--- src/rtl/sass_transmitter.sv ---
// sass_transmitter
// Transmit end of the single-wire SASS command link. Each valid/ready handshake accepts one
// command word d[9:0] = {dir_cmd, speed_cmd, mode}. The word is Hamming(14,10)-encoded and
// sent LSB-first on `s` as a start bit (0), 14 code bits and an end bit (0), followed by
// gap_b idle-high bit periods. One bit lasts T_D = clk_f*t/range clocks.
//
// Ports:
//   clk        in   system clock, rising edge
//   rst        in   asynchronous active-low reset
//   cmd_valid  in   command word present
//   cmd_ready  out  transmitter can accept a word
//   mode       in   [1:0] operating mode
//   speed_cmd  in   [cmd_l-1:0] speed command
//   dir_cmd    in   [cmd_l-1:0] direction command
//   err_in     in   [3:0] error injection select (only with SASS_TX_ERR_INJ_EN)
//   s          out  SASS line, idle high
//   busy       out  frame or gap in progress
//   done       out  one-cycle pulse when a frame plus its gap completes
//
// Optional feature macro: SASS_TX_ERR_INJ_EN. When defined, err_in = k (1..14) inverts code
// bit c[k-1] of the captured word; other values inject nothing.

module sass_transmitter #(
    parameter int unsigned clk_f  = 50_000_000,
    parameter int unsigned range  = 1_000_000,
    parameter real         t      = 0.1,
    parameter int unsigned data_l = 14,
    parameter int unsigned cmd_l  = 4,
    parameter int unsigned gap_b  = 1
) (
    input  logic             clk,
    input  logic             rst,
    input  logic             cmd_valid,
    output logic             cmd_ready,
    input  logic [1:0]       mode,
    input  logic [cmd_l-1:0] speed_cmd,
    input  logic [cmd_l-1:0] dir_cmd,
`ifdef SASS_TX_ERR_INJ_EN
    input  logic [3:0]       err_in,
`endif
    output logic             s,
    output logic             busy,
    output logic             done
);

    localparam int          BitPeriod = int'(real'(clk_f) * t / real'(range));
    localparam int unsigned TimerW    = (BitPeriod < 2) ? 1 : $clog2(BitPeriod);
    localparam int unsigned IdxMax    = (gap_b > 14) ? gap_b : 14;
    localparam int unsigned IdxW      = $clog2(IdxMax + 1);
    localparam int unsigned GapLast   = (gap_b > 0) ? gap_b - 1 : 0;

    if (BitPeriod < 2) begin : g_bad_period
        $error("sass_transmitter: bit period clk_f*t/range must be at least 2 clocks");
    end
    if (data_l != 14 || cmd_l != 4) begin : g_bad_width
        $error("sass_transmitter: data_l must be 14 and cmd_l must be 4");
    end

    typedef enum logic [2:0] {StIdle, StStart, StData, StEnd, StGap} state_e;

    state_e            state_q;
    logic [TimerW-1:0] timer_q;
    logic [IdxW-1:0]   idx_q;
    logic [data_l-1:0] shift_q;

    logic [9:0]  data_w;
    logic [13:0] code_w;
    logic        timer_last;
    logic        timer_pre_last;

    // Classic Hamming layout: parity bits sit at 1-based positions 1, 2, 4 and 8.
    function automatic logic [13:0] hamming_encode(input logic [9:0] d);
        logic p0, p1, p2, p3;
        p0 = d[0] ^ d[1] ^ d[3] ^ d[4] ^ d[6] ^ d[8];
        p1 = d[0] ^ d[2] ^ d[3] ^ d[5] ^ d[6] ^ d[9];
        p2 = d[1] ^ d[2] ^ d[3] ^ d[7] ^ d[8] ^ d[9];
        p3 = d[4] ^ d[5] ^ d[6] ^ d[7] ^ d[8] ^ d[9];
        return {d[9:4], p3, d[3:1], p2, d[0], p1, p0};
    endfunction

    assign data_w = {dir_cmd, speed_cmd, mode};

    always_comb begin
        code_w = hamming_encode(data_w);
`ifdef SASS_TX_ERR_INJ_EN
        if (err_in != 4'd0 && err_in <= 4'd14) begin
            code_w = code_w ^ (14'd1 << (err_in - 4'd1));
        end
`endif
    end

    assign timer_last     = (timer_q == TimerW'(BitPeriod - 1));
    assign timer_pre_last = (timer_q == TimerW'(BitPeriod - 2));

    // The last clock of every frame (last gap clock, or last end-bit clock when gap_b == 0)
    // is spent back in IDLE with cmd_ready and done already high. A waiting word is therefore
    // accepted on the very edge that completes the frame, so consecutive start bits are
    // exactly (16+gap_b)*T_D clocks apart. `s` is left untouched on the exit edge so the end
    // bit keeps its full length when there is no gap.
    always_ff @(posedge clk or negedge rst) begin
        if (!rst) begin
            state_q   <= StIdle;
            timer_q   <= '0;
            idx_q     <= '0;
            shift_q   <= '0;
            s         <= 1'b1;
            cmd_ready <= 1'b0;
            busy      <= 1'b0;
            done      <= 1'b0;
        end else begin
            done <= 1'b0;
            case (state_q)
                StIdle: begin
                    timer_q <= '0;
                    idx_q   <= '0;
                    if (cmd_valid && cmd_ready) begin
                        shift_q   <= code_w;
                        s         <= 1'b0;
                        cmd_ready <= 1'b0;
                        busy      <= 1'b1;
                        state_q   <= StStart;
                    end else begin
                        s         <= 1'b1;
                        cmd_ready <= 1'b1;
                    end
                end
                StStart: begin
                    if (timer_last) begin
                        timer_q <= '0;
                        idx_q   <= '0;
                        s       <= shift_q[0];
                        shift_q <= shift_q >> 1;
                        state_q <= StData;
                    end else begin
                        timer_q <= timer_q + 1'b1;
                    end
                end
                StData: begin
                    if (timer_last) begin
                        timer_q <= '0;
                        if (idx_q == IdxW'(13)) begin
                            s       <= 1'b0;
                            state_q <= StEnd;
                        end else begin
                            idx_q   <= idx_q + 1'b1;
                            s       <= shift_q[0];
                            shift_q <= shift_q >> 1;
                        end
                    end else begin
                        timer_q <= timer_q + 1'b1;
                    end
                end
                StEnd: begin
                    if (gap_b == 0) begin
                        if (timer_pre_last) begin
                            timer_q   <= '0;
                            done      <= 1'b1;
                            busy      <= 1'b0;
                            cmd_ready <= 1'b1;
                            state_q   <= StIdle;
                        end else begin
                            timer_q <= timer_q + 1'b1;
                        end
                    end else if (timer_last) begin
                        timer_q <= '0;
                        idx_q   <= '0;
                        s       <= 1'b1;
                        state_q <= StGap;
                    end else begin
                        timer_q <= timer_q + 1'b1;
                    end
                end
                StGap: begin
                    if (idx_q == IdxW'(GapLast) && timer_pre_last) begin
                        timer_q   <= '0;
                        idx_q     <= '0;
                        done      <= 1'b1;
                        busy      <= 1'b0;
                        cmd_ready <= 1'b1;
                        state_q   <= StIdle;
                    end else if (timer_last) begin
                        timer_q <= '0;
                        idx_q   <= idx_q + 1'b1;
                    end else begin
                        timer_q <= timer_q + 1'b1;
                    end
                end
                default: begin
                    s       <= 1'b1;
                    state_q <= StIdle;
                end
            endcase
        end
    end

endmodule
--- config.mk ---
export PLATFORM = sky130hd
export DESIGN_NAME = sass_transmitter
export DESIGN_NICKNAME = d
export VERILOG_FILES = /design/src/rtl/sass_transmitter.sv
export SDC_FILE = /design/constraint.sdc
export NUM_CORES = 1
export LEC_CHECK = 0
export ABC_CLOCK_PERIOD_IN_PS = 2700
export CORE_UTILIZATION = 40
export DETAILED_ROUTE_END_ITERATION = 8
export MAX_ROUTING_LAYER = met4
export PLACE_DENSITY_LB_ADDON = 0.05
export REMOVE_ABC_BUFFERS = 1
export SLEW_MARGIN = 20
export SYNTH_ARGS = -nofsm -noshare
export SYNTH_HDL_FRONTEND = slang
export SYNTH_SLANG_ARGS = --single-unit
--- constraint.sdc ---
create_clock -name clk -period 2.7 [get_ports clk]
set_input_delay 0.405 -clock clk [delete_from_list [all_inputs] [get_ports clk]]
set_output_delay 0.405 -clock clk [all_outputs]
set_load 0.03 [all_outputs]
==> qor.json, run 1 <==
{
  "outcome": {
    "status": "finished, final reports clean"
  },
  "setup_path": {
    "critical_path.max_stage_delay_ns": 0.45,
    "reg2reg_setup_slack_ns": 0.61,
    "timing.critical_path.cells": "inv_1, ha_1, nor4bb_1, o21ai_0, a221oi_1, mux2_2",
    "worst_setup_path_end_kind": "flip-flop",
    "timing.critical_path.from_type": "flip-flop",
    "worst_reg2reg_endpoint": "idx_q[0]",
    "critPathSlowestCell": "sky130_fd_sc_hd__a221oi_1",
    "required_ns": 2.92,
    "timing_worst_setup_path_type": "flip-flop to flip-flop",
    "max_fo_critical_path": 4,
    "reg2regPathDepth": 6,
    "reg2reg_from": "idx_q[0]",
    "worstPathArrival_ns": 2.31
  },
  "detailed_routing": {
    "routed_wl_um": 3352,
    "drtIter0Drc": 63,
    "drt-vias-per-instance": 5.473,
    "detail_route.first_pass.iterations": 4,
    "ant_nets": 0,
    "drcViolationCount": 0,
    "wire_per_inst_um": 15.10,
    "num_vias": 1215
  },
  "timing": {
    "final.setup.worst_slack_ns": 0.6119,
    "maxSlewViolCount": 0,
    "totalNegativeSetupSlack_ns": 0,
    "final_hold_fails": 0,
    "clock-skew-final_ns": 0.003274,
    "upper_clock_frequency_limit_ghz": 0.4789,
    "max-slew-margin-rel_pct": 59.97,
    "setup-violations-final": 0,
    "max_slew.worst_pin.slew_ns": 0.5924,
    "setup_repair_after_global_routing_missed_its_margin": "no",
    "timing.final.crit_share_pct": 77.34,
    "period_minus_slack_ns": 2.088
  },
  "cts": {
    "clock-sinks": 28,
    "cts_hold_buffers": 0,
    "cts_tree": "yes",
    "cts_root_buffer": "sky130_fd_sc_hd__clkbuf_8",
    "cts_inserted_buffers": 3,
    "cts-htree-levels": 1,
    "worstSkewPairLatency_ns": 0.27,
    "post-cts-setup-buffer-count": 0,
    "max-clock-path-buffers": 2,
    "postCtsResizedCells": 0,
    "cts.clk_slew.worst_paths_ns": 0.10
  },
  "synthesis": {
    "yosysTopAreaCellShare_pct": 38.68,
    "synth-warning-count": 0,
    "ys_seq_elements": 28,
    "synth-edff-count": 0,
    "netlist.top_cell.by_area": "sky130_fd_sc_hd__dfrtp_1",
    "async_flop_share_pct": 100.0,
    "primary_ff_master_synth": "sky130_fd_sc_hd__dfrtp_1",
    "synthDistinctLibCells": 44,
    "yosysSeqAreaShare_pct": 40.19,
    "synth_top_cells_by_area": "sky130_fd_sc_hd__dfrtp_1, sky130_fd_sc_hd__mux2_2, sky130_fd_sc_hd__mux2_1, sky130_fd_sc_hd__xnor3_1, sky130_fd_sc_hd__ha_1",
    "postSynthAreaPerCell_um2": 11.34,
    "synthCells": 154,
    "mappedNetlistArea_mm2": 0.001747
  },
  "hold_path": {
    "timing.hold.worst.class": "flip-flop to flip-flop",
    "min_delay_path_depth": 1,
    "whs_endpoint": "shift_q[13]",
    "hold_path.startpoint": "shift_q[13]"
  },
  "layout": {
    "post_route_cells_drive_above_1_share_pct": 17.44,
    "area_delta_synth_final_pct": 15.33,
    "mostFrequentLayoutCells": "sky130_fd_sc_hd__dfrtp_1, sky130_fd_sc_hd__mux2_2, sky130_fd_sc_hd__clkdlybuf4s50_1",
    "layout_commonest_cell": "sky130_fd_sc_hd__dfrtp_1",
    "finish.net_count": 192,
    "final_cells": 222,
    "post_layout_utilization_of_the_core_pct": 49.30,
    "antenna_cells_inserted": 0
  },
  "global_routing": {
    "first_global_vias": 1172,
    "grt_antenna_before_repair": 0,
    "grt_pass1_wl_um": 5706,
    "grt_total_ovfl": 0,
    "grt_start_max_net_pins": 29,
    "globalRouteTotalUtil_pct": 17.31
  },
  "placement": {
    "place.port_buffers": 16,
    "placed_cells": 218,
    "gp_routability_congestion": 0.7942,
    "pre_cts_slack_ns": 0.3156,
    "hpwlAfterDp_um": 2435
  },
  "die": {
    "die-area_mm2": 0.004635,
    "fp.coreArea_mm2": 0.004086,
    "top_level_ports": 17,
    "die_x_um": 68.08,
    "start_util_pct": 42.74,
    "chipHeight_um": 68.08,
    "num_rows": 23
  },
  "pwr": {
    "power-per-cell-area_mw_per_mm2": 388.6,
    "total_leakage_power_nw": 0.9278,
    "max-vdd-ir-drop_uv": 251.1
  },
  "flow_run": {
    "cap_violations": 0
  }
}
-- sequential cells by signal, indices dropped and copies added (netlist names) --
register / flops
state_q: 3
idx_q: 4
busy: 1
cmd_ready: 1
shift_q: 14
s: 1
done: 1
timer_q: 3
-- routing by layer --
layer | global-route usage [%] | share of wire, %
met5 | - | 0
met4 | 3.125 | 0.51
met3 | 4.167 | 4.2
met2 | 25.12 | 44
met1 | 24.53 | 51
-- synthesized netlist by cell type, types with 2 or more instances --
cell	count
sky130_fd_sc_hd__dfrtp_1	27
sky130_fd_sc_hd__mux2_2	17
sky130_fd_sc_hd__nand2_1	13
sky130_fd_sc_hd__a21oi_1	11
sky130_fd_sc_hd__mux2_1	10
sky130_fd_sc_hd__ha_1	6
sky130_fd_sc_hd__inv_1	5
sky130_fd_sc_hd__nand3_1	5
sky130_fd_sc_hd__xnor2_1	5
sky130_fd_sc_hd__o21ai_0	4
sky130_fd_sc_hd__xnor3_1	4
sky130_fd_sc_hd__and2_1	3
sky130_fd_sc_hd__nor2_1	3
sky130_fd_sc_hd__buf_2	2
sky130_fd_sc_hd__buf_6	2
sky130_fd_sc_hd__clkbuf_1	2
sky130_fd_sc_hd__mux2i_1	2
sky130_fd_sc_hd__nand2b_1	2
sky130_fd_sc_hd__nand3b_1	2
sky130_fd_sc_hd__nand4_1	2
sky130_fd_sc_hd__nor4bb_1	2
sky130_fd_sc_hd__or2_1	2
sky130_fd_sc_hd__or3_1	2
-- worst max path at each step --
stage / to / slack, ns / startpoint / cells past startpoint
floorplan: shift_q[0] / 0.53 / state_q[0] / 4
global placement: shift_q[1] / 0.35 / dir_cmd[3] / 5
detailed placement: shift_q[1] / 0.32 / dir_cmd[3] / 5
CTS: shift_q[1] / 0.62 / dir_cmd[3] / 5
global route: idx_q[0] / 0.40 / idx_q[0] / 6
finish: idx_q[0] / 0.61 / idx_q[0] / 6
-- logic make-up (layout without fill, tap and decap cells) --
logic type / count (synthesis) / in the layout / synth area share [%]
XOR/XNOR: 11 / 11 / 9.527
AND/OR/NAND/NOR: 40 / 40 / 12.61
AO/OA/AOI/OAI: 27 / 27 / 10.39
adder cells (fa/ha/maj): 6 / 6 / 4.298
multiplexers: 30 / 30 / 19.41
buffers and inverters: 12 / 30 / 3.582
flip-flops: 28 / 28 / 40.19
-- worst max-delay path: cells and delay by family (launching register included) --
family | cells | cell delay [ns]
AND/OR/NAND/NOR | 1 | 0.41
adder cells (fa/ha/maj) | 1 | 0.17
flip-flops | 1 | 0.43
multiplexers | 1 | 0.22
buffers and inverters | 1 | 0.10
AO/OA/AOI/OAI | 2 | 0.71
-- per-stage QoR --
step,area [µm²],power [mW],hold WS (ns)
after floorplan,1707,0.4858,0.1094
after global placement,1959,0.5251,0.4631
after detailed placement,1959,0.5275,0.4783
after CTS,2014,0.7979,0.5027
after global routing,2014,0.8204,0.5293
final,2014,0.7828,0.5016
-- cell type report --
type / instances / area (µm²)
inverter: 6 / 22.52
timing repair buffer: 20 / 190.2
clock buffer: 4 / 55.05
tap: 50 / 62.56
fill: 380 / 2072
sequential: 28 / 701.9
multi-input combinational: 114 / 982.2
-- power by group --
group	leakage, nW	internal [mW]	switching [mW]
clock	0.0288	0.131	0.135
combinational	0.543	0.0574	0.0338
sequential	0.357	0.424	0.00218
Note: power is estimated with default switching activity, not from simulation.
==> run 2, diff against run 1 <==
--- a/config.mk
+++ b/config.mk
@@ -5,7 +5,7 @@
 export SDC_FILE = /design/constraint.sdc
 export NUM_CORES = 1
 export LEC_CHECK = 0
-export ABC_CLOCK_PERIOD_IN_PS = 2700
+export ABC_CLOCK_PERIOD_IN_PS = 1700
 export CORE_UTILIZATION = 40
 export DETAILED_ROUTE_END_ITERATION = 8
 export MAX_ROUTING_LAYER = met4
==> constraint.sdc (replaced) <==
create_clock -name clk -period 1.7 [get_ports clk]
set_input_delay 0.255 -clock clk [delete_from_list [all_inputs] [get_ports clk]]
set_output_delay 0.255 -clock clk [all_outputs]
set_load 0.03 [all_outputs]
==> run 2 against run 1 <==
Effect of this change: largest cell class unchanged; sequential cell count unchanged; total power is 75% higher; largest power group unchanged; cell count rose by 15%; the flow now finishes with violations (setup timing); critical path type unchanged.
==> qor.json, run 2 (synthesized netlist as in run 1, its figures left out) <==
{
  "timing": {
    "period_minus_slack_ns": 1.823,
    "setup_repair_after_global_routing_missed_its_margin": "yes",
    "setup-violations-final": 18,
    "final_hold_fails": 0,
    "final.setup.worst_slack_ns": -0.1234,
    "max_slew.worst_pin.slew_ns": 0.3670,
    "max-slew-margin-rel_pct": 75.53,
    "timing.final.crit_share_pct": 107.3,
    "upper_clock_frequency_limit_ghz": 0.5484,
    "clock-skew-final_ns": 0.002095,
    "maxSlewViolCount": 0
  },
  "layout": {
    "top_regs": "shift_q (14), idx_q (4)",
    "filler_cell_count": 345,
    "largest_register": "shift_q",
    "final_cells": 255,
    "antenna_cells_inserted": 0,
    "mostFrequentLayoutCells": "sky130_fd_sc_hd__buf_4, sky130_fd_sc_hd__dfrtp_1, sky130_fd_sc_hd__mux2_4",
    "max_reg_flops": 14,
    "finish.net_count": 225,
    "final_area_mm2": 0.002489,
    "post_route_cells_drive_above_1_share_pct": 42.93,
    "layout_commonest_cell": "sky130_fd_sc_hd__buf_4",
    "area_delta_synth_final_pct": 42.48
  },
  "setup_path": {
    "worstPathArrival_ns": 2.05,
    "timing_worst_setup_path_type": "flip-flop to flip-flop",
    "reg2regPathDepth": 6,
    "critical_path.max_stage_delay_ns": 0.42,
    "worst_reg2reg_endpoint": "idx_q[0]",
    "worst_setup_path_end_kind": "flip-flop",
    "required_ns": 1.92,
    "critPathSlowestCell": "sky130_fd_sc_hd__dfrtp_1",
    "reg2reg_from": "timer_q[0]",
    "critical-path-top-delay-family": "simple AND/OR/NAND/NOR gates",
    "max_fo_critical_path": 3,
    "reg2reg_setup_slack_ns": -0.12,
    "timing.critical_path.from_type": "flip-flop",
    "timing.critical_path.buf_inv": 0,
    "timing.critical_path.cells": "ha_2, ha_4, nor4bb_4, or3_1, a221oi_2, mux2_4"
  },
  "detailed_routing": {
    "drcViolationCount": 0,
    "top_layer": "met4",
    "num_vias": 1367,
    "wire_per_inst_um": 15.82,
    "met3_length_um": 117,
    "drt-vias-per-instance": 5.361,
    "drtIter0Drc": 45,
    "routed_wl_um": 4034,
    "met1Wirelength_um": 1920,
    "ant_nets": 0,
    "detail_route.first_pass.iterations": 4,
    "met2_length_um": 1943
  },
  "die": {
    "start_util_pct": 42.74,
    "num_rows": 23,
    "chipHeight_um": 68.08,
    "die-area_mm2": 0.004635,
    "die_x_um": 68.08,
    "top_level_ports": 17,
    "fp.coreArea_mm2": 0.004086
  },
  "global_routing": {
    "grt_pass1_wl_um": 6527,
    "grt_start_max_net_pins": 29,
    "first_global_vias": 1394,
    "grt_antenna_before_repair": 0,
    "grt_total_ovfl": 0,
    "globalRouteTotalUtil_pct": 19.66
  },
  "cts": {
    "cts_inserted_buffers": 3,
    "cts_hold_buffers": 0,
    "cts-htree-levels": 1,
    "worstSkewPairLatency_ns": 0.27,
    "cts_tree": "yes",
    "clock-sinks": 28,
    "cts_root_buffer": "sky130_fd_sc_hd__clkbuf_8",
    "max-clock-path-buffers": 2,
    "cts.clk_slew.worst_paths_ns": 0.10
  },
  "pwr": {
    "comb_power_share_pct": 12.0,
    "sequentialPowerShare_pct": 49.4,
    "max-vdd-ir-drop_uv": 315.2,
    "p_clk_share_pct": 38.5,
    "p_int_mw": 1.095,
    "total_leakage_power_nw": 1.181,
    "power.net_switching_uw": 276.9,
    "power.share.switching_pct": 20.18,
    "power-per-cell-area_mw_per_mm2": 551.2
  },
  "outcome": {
    "violations": "setup timing",
    "status": "complete, but fails checks"
  },
  "placement": {
    "gp_routability_congestion": 0.8160,
    "placed_area_mm2": 0.002185,
    "hpwlAfterDp_um": 2889,
    "placed_cells": 248,
    "place.port_buffers": 16
  },
  "hold_path": {
    "timing.hold.worst.class": "input pin to async pin"
  },
  "flow_run": {
    "cap_violations": 0
  }
}
-- run 2: worst max-delay path by stage --
stage          depth (start not counted)         end       start
5_1_grt                                6    idx_q[0]  timer_q[0]
3_3_place_gp                           5  shift_q[1]  dir_cmd[3]
4_1_cts                                6    idx_q[0]  timer_q[0]
2_1_floorplan                          4  shift_q[0]  state_q[0]
3_5_place_dp                           5  shift_q[1]  dir_cmd[3]
6_report                               6    idx_q[0]  timer_q[0]
-- run 2: routing by layer --
metal / global-route usage (%) / vias up
li1: - / 659
met1: 25.88 / 676
met3: 2.000 / 4
met2: 31.25 / 28
met5: - / -
met4: 7.031 / 0
-- run 2: power groups by stage --
stage	clock network [mW]	logic, mW	registers (mW)
floorplan	0	0.0793	0.692
detailed placement	0	0.159	0.691
finish	0.529	0.165	0.678
global placement	0	0.155	0.690
CTS	0.554	0.163	0.678
global route	0.579	0.178	0.679
-- run 2: repair_timing --
action / CTS / global route
cloned: 0 / 0
setup buffers: 1 / 2
setup endpoints to repair: 20 / 19
resized for setup: 27 / 26
pin swaps: 9 / 10
-- run 2: layout make-up --
class / count / area [µm²] / area share, %
multi-input cells: 114 / 1176 / 47.26
clock inverters: 1 / 30.03 / 1.207
repair buffers: 53 / 452.9 / 18.20
clock buffers: 3 / 41.29 / 1.659
flip-flops and latches: 28 / 703.2 / 28.26
inverters: 6 / 22.52 / 0.9050
well taps: 50 / 62.56 / 2.514
-- run 2: per-stage QoR --
stage               setup slack [ns]  hold slack (ns)  total power, mW  utilization [%]  TNS [ns]
floorplan                    -0.4676         -0.04059           0.7715                -    -6.251
global placement             -0.4542           0.4662           0.8456            53.46    -3.559
detailed placement           -0.4956           0.4828           0.8496            53.46    -4.084
CTS                          -0.1073           0.3649            1.395            57.93    -1.544
global route                 -0.1907           0.3818            1.436            60.90    -2.707
finish                       -0.1234           0.3581            1.372            60.90    -1.457
